File: src/rtl/un_minus_check.sv
`default_nettype none
// +---------------------------------------------------------------------------+
// | un_minus_check : walks 25 negation-result fields of a latched vector pair |
// | Revision 1.0                                                              |
// +---------------------------------------------------------------------------+
module un_minus_check #(
  parameter int CNT_W = 16
) (
  input  logic             clk,
  input  logic             rst,
  input  logic             in_valid,
  output logic             in_ready,
  input  logic [127:0]     vec_in,
  input  logic [127:0]     vec_out,
  output logic             res_valid,
  output logic             res_pass,
  output logic [4:0]       res_nerr,
  output logic [4:0]       res_first,
  output logic [CNT_W-1:0] vec_count,
  output logic [CNT_W-1:0] err_count
);

  typedef enum logic [1:0] {
    S_IDLE   = 2'd0,
    S_CHECK  = 2'd1,
    S_REPORT = 2'd2
  } state_t;

  localparam logic [4:0] C_NONE    = 5'd31;
  localparam logic [4:0] C_LAST_K  = 5'd24;

  state_t       state_q;
  logic [89:0]  vin_q;
  logic [127:0] vout_q;
  logic [4:0]   k_q;
  logic [4:0]   nerr_q;
  logic [4:0]   first_q;

  logic         unused_hi;
  assign unused_hi = ^vec_in[127:90];

  logic [8:0] a9, b9;
  logic [7:0] a8, b8;
  logic [6:0] a7, b7;
  logic [5:0] a6, b6;
  logic [4:0] a5, b5;
  logic [3:0] a4, b4;
  logic [2:0] a3, b3;
  logic [1:0] a2, b2;
  logic       a1, b1;

  assign a9 = vin_q[89:81];
  assign a8 = vin_q[80:73];
  assign a7 = vin_q[72:66];
  assign a6 = vin_q[65:60];
  assign a5 = vin_q[59:55];
  assign a4 = vin_q[54:51];
  assign a3 = vin_q[50:48];
  assign a2 = vin_q[47:46];
  assign a1 = vin_q[45];
  assign b9 = vin_q[44:36];
  assign b8 = vin_q[35:28];
  assign b7 = vin_q[27:21];
  assign b6 = vin_q[20:15];
  assign b5 = vin_q[14:10];
  assign b4 = vin_q[9:6];
  assign b3 = vin_q[5:3];
  assign b2 = vin_q[2:1];
  assign b1 = vin_q[0];

  function automatic logic [8:0] neg9(input logic [8:0] x, input logic [8:0] m);
    return (9'd0 - x) & m;
  endfunction

  logic [8:0] fld_exp;
  logic [8:0] fld_act;
  logic       mismatch;
  logic [4:0] nerr_next;
  logic [4:0] first_next;

  // Fields are zero-extended to 9 bits; expected value is the field-width negation.
  always_comb begin
    fld_exp = '0;
    fld_act = '0;
    case (k_q)
      5'd0:  begin fld_exp = neg9({8'b0, a1}, 9'h001); fld_act = {8'b0, vout_q[0]};       end
      5'd1:  begin fld_exp = neg9({7'b0, a2}, 9'h003); fld_act = {7'b0, vout_q[2:1]};     end
      5'd2:  begin fld_exp = neg9({6'b0, a3}, 9'h007); fld_act = {6'b0, vout_q[5:3]};     end
      5'd3:  begin fld_exp = neg9({5'b0, a4}, 9'h00F); fld_act = {5'b0, vout_q[9:6]};     end
      5'd4:  begin fld_exp = neg9({4'b0, a5}, 9'h01F); fld_act = {4'b0, vout_q[14:10]};   end
      5'd5:  begin fld_exp = neg9({3'b0, a6}, 9'h03F); fld_act = {3'b0, vout_q[20:15]};   end
      5'd6:  begin fld_exp = neg9({2'b0, a7}, 9'h07F); fld_act = {2'b0, vout_q[27:21]};   end
      5'd7:  begin fld_exp = neg9({1'b0, a8}, 9'h0FF); fld_act = {1'b0, vout_q[35:28]};   end
      5'd8:  begin fld_exp = neg9(a9, 9'h1FF);         fld_act = vout_q[44:36];           end
      5'd9:  begin fld_exp = neg9({8'b0, b1}, 9'h001); fld_act = {8'b0, vout_q[45]};      end
      5'd10: begin fld_exp = neg9({7'b0, b2}, 9'h003); fld_act = {7'b0, vout_q[47:46]};   end
      5'd11: begin fld_exp = neg9({6'b0, b3}, 9'h007); fld_act = {6'b0, vout_q[50:48]};   end
      5'd12: begin fld_exp = neg9({5'b0, b4}, 9'h00F); fld_act = {5'b0, vout_q[54:51]};   end
      5'd13: begin fld_exp = neg9({4'b0, b5}, 9'h01F); fld_act = {4'b0, vout_q[59:55]};   end
      5'd14: begin fld_exp = neg9({3'b0, b6}, 9'h03F); fld_act = {3'b0, vout_q[65:60]};   end
      5'd15: begin fld_exp = neg9({2'b0, b7}, 9'h07F); fld_act = {2'b0, vout_q[72:66]};   end
      5'd16: begin fld_exp = neg9({1'b0, b8}, 9'h0FF); fld_act = {1'b0, vout_q[80:73]};   end
      5'd17: begin fld_exp = neg9(b9, 9'h1FF);         fld_act = vout_q[89:81];           end
      5'd18: begin fld_exp = neg9(a9, 9'h03F);         fld_act = {3'b0, vout_q[95:90]};   end
      5'd19: begin fld_exp = neg9(a9, 9'h03F);         fld_act = {3'b0, vout_q[101:96]};  end
      5'd20: begin fld_exp = neg9({6'b0, a3}, 9'h03F); fld_act = {3'b0, vout_q[107:102]}; end
      5'd21: begin fld_exp = neg9({3'b0, {3{b3[2]}}, b3}, 9'h03F); fld_act = {3'b0, vout_q[113:108]}; end
      5'd22: begin fld_exp = neg9({8'b0, a1}, 9'h03F); fld_act = {3'b0, vout_q[119:114]}; end
      5'd23: begin fld_exp = neg9({3'b0, {6{b1}}}, 9'h03F); fld_act = {3'b0, vout_q[125:120]}; end
      5'd24: begin fld_exp = 9'd0;                     fld_act = {7'b0, vout_q[127:126]}; end
      default: begin fld_exp = 9'd0;                   fld_act = 9'd0;                    end
    endcase
  end

  // Case inequality so that X/Z in the captured result counts as a mismatch.
  assign mismatch   = (fld_act !== fld_exp);
  assign nerr_next  = nerr_q + {4'b0, mismatch};
  assign first_next = (mismatch && (first_q == C_NONE)) ? k_q : first_q;

  always_ff @(posedge clk) begin
    if (rst) begin
      state_q   <= S_IDLE;
      in_ready  <= 1'b1;
      res_valid <= 1'b0;
      res_pass  <= 1'b0;
      res_nerr  <= 5'd0;
      res_first <= C_NONE;
      vec_count <= '0;
      err_count <= '0;
      vin_q     <= '0;
      vout_q    <= '0;
      k_q       <= 5'd0;
      nerr_q    <= 5'd0;
      first_q   <= C_NONE;
    end else begin
      case (state_q)
        S_IDLE: begin
          if (in_valid) begin
            vin_q    <= vec_in[89:0];
            vout_q   <= vec_out;
            nerr_q   <= 5'd0;
            first_q  <= C_NONE;
            k_q      <= 5'd0;
            in_ready <= 1'b0;
            state_q  <= S_CHECK;
          end
        end
        S_CHECK: begin
          if (k_q == C_LAST_K) begin
            res_valid <= 1'b1;
            res_nerr  <= nerr_next;
            res_first <= first_next;
            res_pass  <= (nerr_next == 5'd0);
            if (vec_count != '1) vec_count <= vec_count + CNT_W'(1);
            if ((nerr_next != 5'd0) && (err_count != '1)) err_count <= err_count + CNT_W'(1);
            state_q   <= S_REPORT;
          end else begin
            nerr_q  <= nerr_next;
            first_q <= first_next;
            k_q     <= k_q + 5'd1;
          end
        end
        S_REPORT: begin
          res_valid <= 1'b0;
          in_ready  <= 1'b1;
          state_q   <= S_IDLE;
        end
        default: begin
          res_valid <= 1'b0;
          in_ready  <= 1'b1;
          state_q   <= S_IDLE;
        end
      endcase
    end
  end

endmodule
`default_nettype wire

File: config.mk
export PLATFORM = sky130hd
export DESIGN_NAME = un_minus_check
export DESIGN_NICKNAME = d
export VERILOG_FILES = /design/src/rtl/un_minus_check.sv
export SDC_FILE = /design/constraint.sdc
export NUM_CORES = 1
export LEC_CHECK = 0
export CAP_MARGIN = 0
export CORE_UTILIZATION = 46
export DETAILED_ROUTE_END_ITERATION = 10
export GPL_ROUTABILITY_DRIVEN = 0
export PLACE_DENSITY_LB_ADDON = 0.1
export SLEW_MARGIN = 20
export SYNTH_ARGS = -nofsm -noshare
export SYNTH_HDL_FRONTEND = slang
export SYNTH_SLANG_ARGS = --single-unit
File: constraint.sdc
create_clock -name clk -period 5.9 [get_ports clk]
set_input_delay 0.59 -clock clk [delete_from_list [all_inputs] [get_ports clk]]
set_output_delay 0.59 -clock clk [all_outputs]
set_load 0.03 [all_outputs]
# --- After elaboration in Yosys (flattened, before gate mapping) ---
# Cells that the tools add are included.
totals:
  register_bits: 280
  in_bits: 259
  output_inout_bits: 45
  elab_cells: 105
classes:
  add_sub_neg: 24
  eq_ne: 32
  muxes: 18
  bitwise_logic: 2
  reduce_logical: 16
op_table:
  columns: ["cell", "count"]
  rows:
  - ["9-bit case mux with 25 select lines", 1]
  - ["9-bit case mux with 23 select lines", 1]
  - ["5-bit equality test (second input constant)", 10]
  - ["5-bit by 4-bit equality test with 1-bit output (second input constant)", 8]
  - ["16-bit by 1-bit adder with 16-bit output (second input constant)", 2]
  - ["16-bit != test (second input constant)", 2]
  - ["5-bit two-way mux", 6]
  - ["5-bit case mux with 2 select lines", 3]
  - ["1-bit by 6-bit subtractor with 6-bit output (first input constant)", 4]
  - ["5-bit by 3-bit equality test with 1-bit output (second input constant)", 4]
  - ["1-bit by 9-bit subtractor with 9-bit output (first input constant)", 2]
  - ["1-bit by 8-bit subtractor with 8-bit output (first input constant)", 2]
  - ["1-bit by 7-bit subtractor with 7-bit output (first input constant)", 2]
  - ["5-bit by 2-bit equality test with 1-bit output (second input constant)", 2]
  - ["5-bit zero test", 2]
  - ["2-bit AND reduction", 5]
  - ["1-bit by 5-bit subtractor with 5-bit output (first input constant)", 2]
  - ["9-bit case inequality test", 1]
  - ["3-bit AND reduction", 3]
  - ["1-bit by 4-bit subtractor with 4-bit output (first input constant)", 2]
  - ["2-bit != test (second input constant)", 3]
  - ["5-bit by 1-bit adder with 5-bit output", 1]
  - ["5-bit by 1-bit adder with 5-bit output (second input constant)", 1]
  - ["5-bit by 1-bit equality test with 1-bit output (second input constant)", 1]
  - ["other kinds (16)", 22]

# --- Depth between registers and ports, before layout ---
depth:
  word_depth: 8
  depth_mapped: 31
  ltp_nobuf: 25

# --- Least setup slack after synthesis ---
# OpenSTA, ideal clock, no wires.
synth_path:
  path_kind: "reg-to-reg"
  from: "reg k_q[0]"
  to: "reg err_count[9]"
  setup_time_ps: 128
  arrival_time_ps: 6099
  required_ps: 5772
  path_slack_ps: -326
  path_stages_with_launch: 30
  n_path_buf: 5
  synth_period_minus_slack_ps: 6226
  cell_sequence: "dfxtp_1 > ha_1 > clkbuf_1 > clkbuf_1 > clkbuf_1 > and3_1 > ha_1 > clkbuf_1 > clkbuf_1 > mux2i_1 > ha_1 > nor3b_1 > xnor2_1 > a221o_1 > nor4_1 > o31ai_1 > xnor2_1 > nor4_2 > nand2_1 > ha_1 > ha_1 > xor2_1 > nor3_1 > a31oi_1 > a21boi_2 > nand4_2 > nor2_1 > nand3_1 > xor2_1 > nor2_1"
synth_between:
  elab_chain_cells: 8
  elab_cells_between_ends: 33
  classes_between: "add/sub (1); eq/ne (25); mux (2); reduce/logical (5)"
synth_rtl:
  columns: ["item", "line", "source"]
  rows:
  - ["start, declared", "35", "logic [4:0] k_q;"]
  - ["start signal, assigned", "160", "k_q <= k_q + 5'd1;"]
  - ["5-bit equality test", "85", "case (k_q)"]
  - ["2-bit OR reduction (no line)", null, null]
  - ["9-bit case mux with 23 select lines", "85", null]
  - ["9-bit case inequality test", "116", "assign mismatch = (fld_act !== fld_exp);"]
  - ["5-bit by 1-bit adder with 5-bit output", "117", "assign nerr_next = nerr_q + {4'b0, mismatch};"]
  - ["5-bit nonzero test", "155", "if ((nerr_next != 5'd0) && (err_count != '1)) err_count <= err_count + CNT_W'(1);"]
  - ["1-bit logical AND", "155", null]
  - ["3-bit AND reduction (no line) *", null, null]
  - ["end signal, assigned", "155", null]
  - ["end, declared", "20", "output logic [CNT_W-1:0] err_count"]
# Every way passes the cells marked *; elsewhere a longest branch is shown, timed or not.
# A chain may end at the register's enable or synchronous reset.

# --- Worst setup path in the final report ---
layout_path:
  from: "reg k_q[1]"
  to: "reg err_count[14]"
# The elaborated chain is that of the path after synthesis.

==> results_dict.tcl <==
set metrics [dict create \
    fillerInstances 2647 \
    clock_skew_ns 0.02142 \
    grt_pass1_wl_mm 68.29 \
    routedWlPerCell_um 18.54 \
    rrSetupSlack_ns 0.38 \
    postSynthCellCount 1754 \
    peakVddDrop_v 0.0001826 \
    crit_required_ns 6.32 \
    ys_ff_latch 280 \
    holdCritPathClass "flop to flop" \
    fin_crit_sh 0.9350 \
    die_area_mm2 0.03026 \
    slew_viol_final 0 \
    worstSetupEndpoint "err_count[14]" \
    yosysSeqAreaShare 0.4122 \
    slew_headroom 0.2557 \
    syn-cell-area_mm2 0.01360 \
    yosys_warnings 0 \
    hold_violations 0 \
    reg2reg_to "err_count[14]" \
    grt_pass1_vias 12910 \
    netlist.area_leader.share 0.4122 \
    cts-root-buf "clkbuf_16" \
    crit_path_max_fanout 21 \
    drt_iter0_markers 1208 \
    htree_levels 1 \
    pin_count 304 \
    setup_violations 0 \
    rows 62 \
    grt_max_degree 171 \
    synth_edf_count 0 \
    max_freq_mhz 181.3 \
    yosysTopAreaCell "dfxtp_1" \
    cts_tree "yes" \
    antenna_found_initial 1 \
    cp.arrival_ns 5.94 \
    power.density_mw_per_mm2 260.4 \
    cts.sinks 280 \
    worst_slack_ns 0.3838 \
    cts_max_path_buffers 3 \
    first_pass_iters 6 \
    startpoint "k_q[1]" \
    numPortBuffers 265 \
    clk_pin_slew_ns 0.06 \
    finalWirelength_mm 43.91 \
    dp_cells 2314 \
    synthArstFlopShare 0 \
    synth_flop_cell "dfxtp_1" \
    postRouteAntennaNets 0 \
    hold_buffers 0 \
    synth_nets 2031 \
    layout.cells.non_filler 2368 \
    die_h_um 173.9 \
    setup.worst_path.end_class "flop" \
    drc 0 \
    areaGrowthSynthToFinish_pct 29.15 \
    place_ws_ns 0.04105 \
    synth_most_common_cell "nand2_1" \
    overflow 0 \
    layout-drive-gt1-share 0.06203 \
    rsz0062_at_grt "no" \
    clk_latency_ns 0.57 \
    p_leak_uw 0.006499 \
    drv_cap 0 \
    reg2reg_depth 23 \
    core_mm2 0.02886 \
    synthTopCellsByCount "nand2_1, dfxtp_1, a21oi_1, clkbuf_1, nor2_1" \
    dpl.hpwl_mm 31.44 \
    die_x_um 173.9 \
    synth.avg_cell_area_um2 7.753 \
    start_util 0.4713 \
    layout_min_cycle_time_ns 5.516 \
    crit_type "flop to flop" \
    tightest_slew_ns 1.116 \
    ys_top_cells_by_area "dfxtp_1, nand2_1, a21oi_1, xor2_1, clkbuf_1" \
    track_usage 0.2812 \
    critPathLaunchType "flop" \
    cts_buffers 30 \
    vias 13530 \
    synth_cell_type_count 90 \
    detail_route.vias_per_cell 5.713 \
    nets 2240 \
    tns_ns 0 \
    r2r_start "k_q[1]" \
    run_status "finished clean" \
]
through the flow:
step / area [um2] / power [uW] / hold slack [ns] / utilization
after detailed placement: 16480 / 2693 / 0.4452 / 0.5710
after floorplan: 13600 / 2416 / 0.4315 / -
after CTS: 17480 / 4583 / 0.4536 / 0.6057
after global placement: 16480 / 2682 / 0.4402 / 0.5710
final: 17560 / 4573 / 0.4542 / 0.6086
after global routing: 17560 / 4743 / 0.4654 / 0.6085
cell type report:
class / count / area [um2] / share of cell area
Clock inverter: 6 / 80.08 / 0.004559
Inverter: 27 / 101.3 / 0.005770
Timing Repair Buffer: 300 / 2939 / 0.1673
Sequential cell: 280 / 5608 / 0.3193
Tap cell: 384 / 480.5 / 0.02736
Multi-Input combinational cell: 1324 / 7430 / 0.4230
Antenna cell: 1 / 2.502 / 0.0001425
Clock buffer: 46 / 922.1 / 0.05250
sequential cells by signal (all words and copies together), names as in the netlist:
signal     count
first_q        5
in_ready       1
vec_count     16
res_first      5
err_count     16
nerr_q         5
vin_q         90
k_q            5
res_valid      1
res_pass       1
state_q        2
vout_q       128
res_nerr       5
routing by layer:
| layer | vias up | track usage | part of all wire |
|---|---|---|---|
| met5 | - | 0 | 0 |
| met4 | 0 | 0.1038 | 0.033 |
| met3 | 99 | 0.04856 | 0.078 |
| met1 | 6372 | 0.3757 | 0.44 |
| met2 | 553 | 0.4542 | 0.45 |
| li1 | 6504 | - | - |
logic make-up after synthesis:
group | synth area share
AND/OR/NAND/NOR | 0.2631
AO/OA/AOI/OAI | 0.1955
flip-flops | 0.4122
buffers and inverters | 0.04711
XOR/XNOR | 0.04315
multiplexers | 0.02236
adder cells (fa/ha/maj) | 0.01656
what timing repair did:
item,4_1_cts,5_1_grt
gates resized for setup,0,16
setup buffers,0,1
endpoints found under the setup margin,0,14
endpoints found under the hold margin,0,0
layout by cell type (no fill, tap or decap), types with 13 or more instances in the layout:
cell type,netlist,layout
clkbuf_16,0,31
ha_1,18,17
buf_4,6,32
inv_1,27,27
nor3_1,34,34
mux2i_1,21,20
a21oi_1,255,255
nor3b_1,13,13
nand2_1,489,489
nor2_1,78,76
xnor2_1,24,24
o21ai_0,23,23
xor2_1,43,43
clkdlybuf4s50_1,0,264
a22oi_1,32,32
nand3_1,30,30
dfxtp_1,280,278
worst min path at each step:
stage / start / endpoint / slack, ns / cells after the start
2_1_floorplan: vout_q[2] / vout_q[2] / 0.43 / 2
3_3_place_gp: vout_q[98] / vout_q[98] / 0.44 / 2
3_5_place_dp: vout_q[5] / vout_q[5] / 0.45 / 2
4_1_cts: vout_q[98] / vout_q[98] / 0.45 / 2
5_1_grt: vout_q[12] / vout_q[12] / 0.47 / 2
6_report: vout_q[5] / vout_q[5] / 0.45 / 2
worst max-delay path: stages (launching register included):
cell	delay (ns)
dfxtp_1	0.36
inv_1	0.09
ha_1	0.19
buf_4	0.33
nand4b_2	0.30
mux2i_1	0.30
ha_1	0.29
a222oi_1	0.33
nand4_1	0.17
xnor2_1	0.17
nand3_1	0.16
nor4_4	0.42
nand2_1	0.19
ha_1	0.24
ha_1	0.25
xor2_1	0.21
nor3_1	0.07
a31oi_1	0.27
a21boi_4	0.28
nor2b_2	0.21
and2b_1	0.20
nand4_1	0.12
xor2_1	0.15
nor2_1	0.06
power breakdown:
part           switching [uW]  internal [uW]  leakage, uW
Combinational             312            283      0.00371
Clock                     761           1150     0.000498
Sequential               82.3           1990      0.00229
No activity file was read; power rests on OpenSTA's default activity.
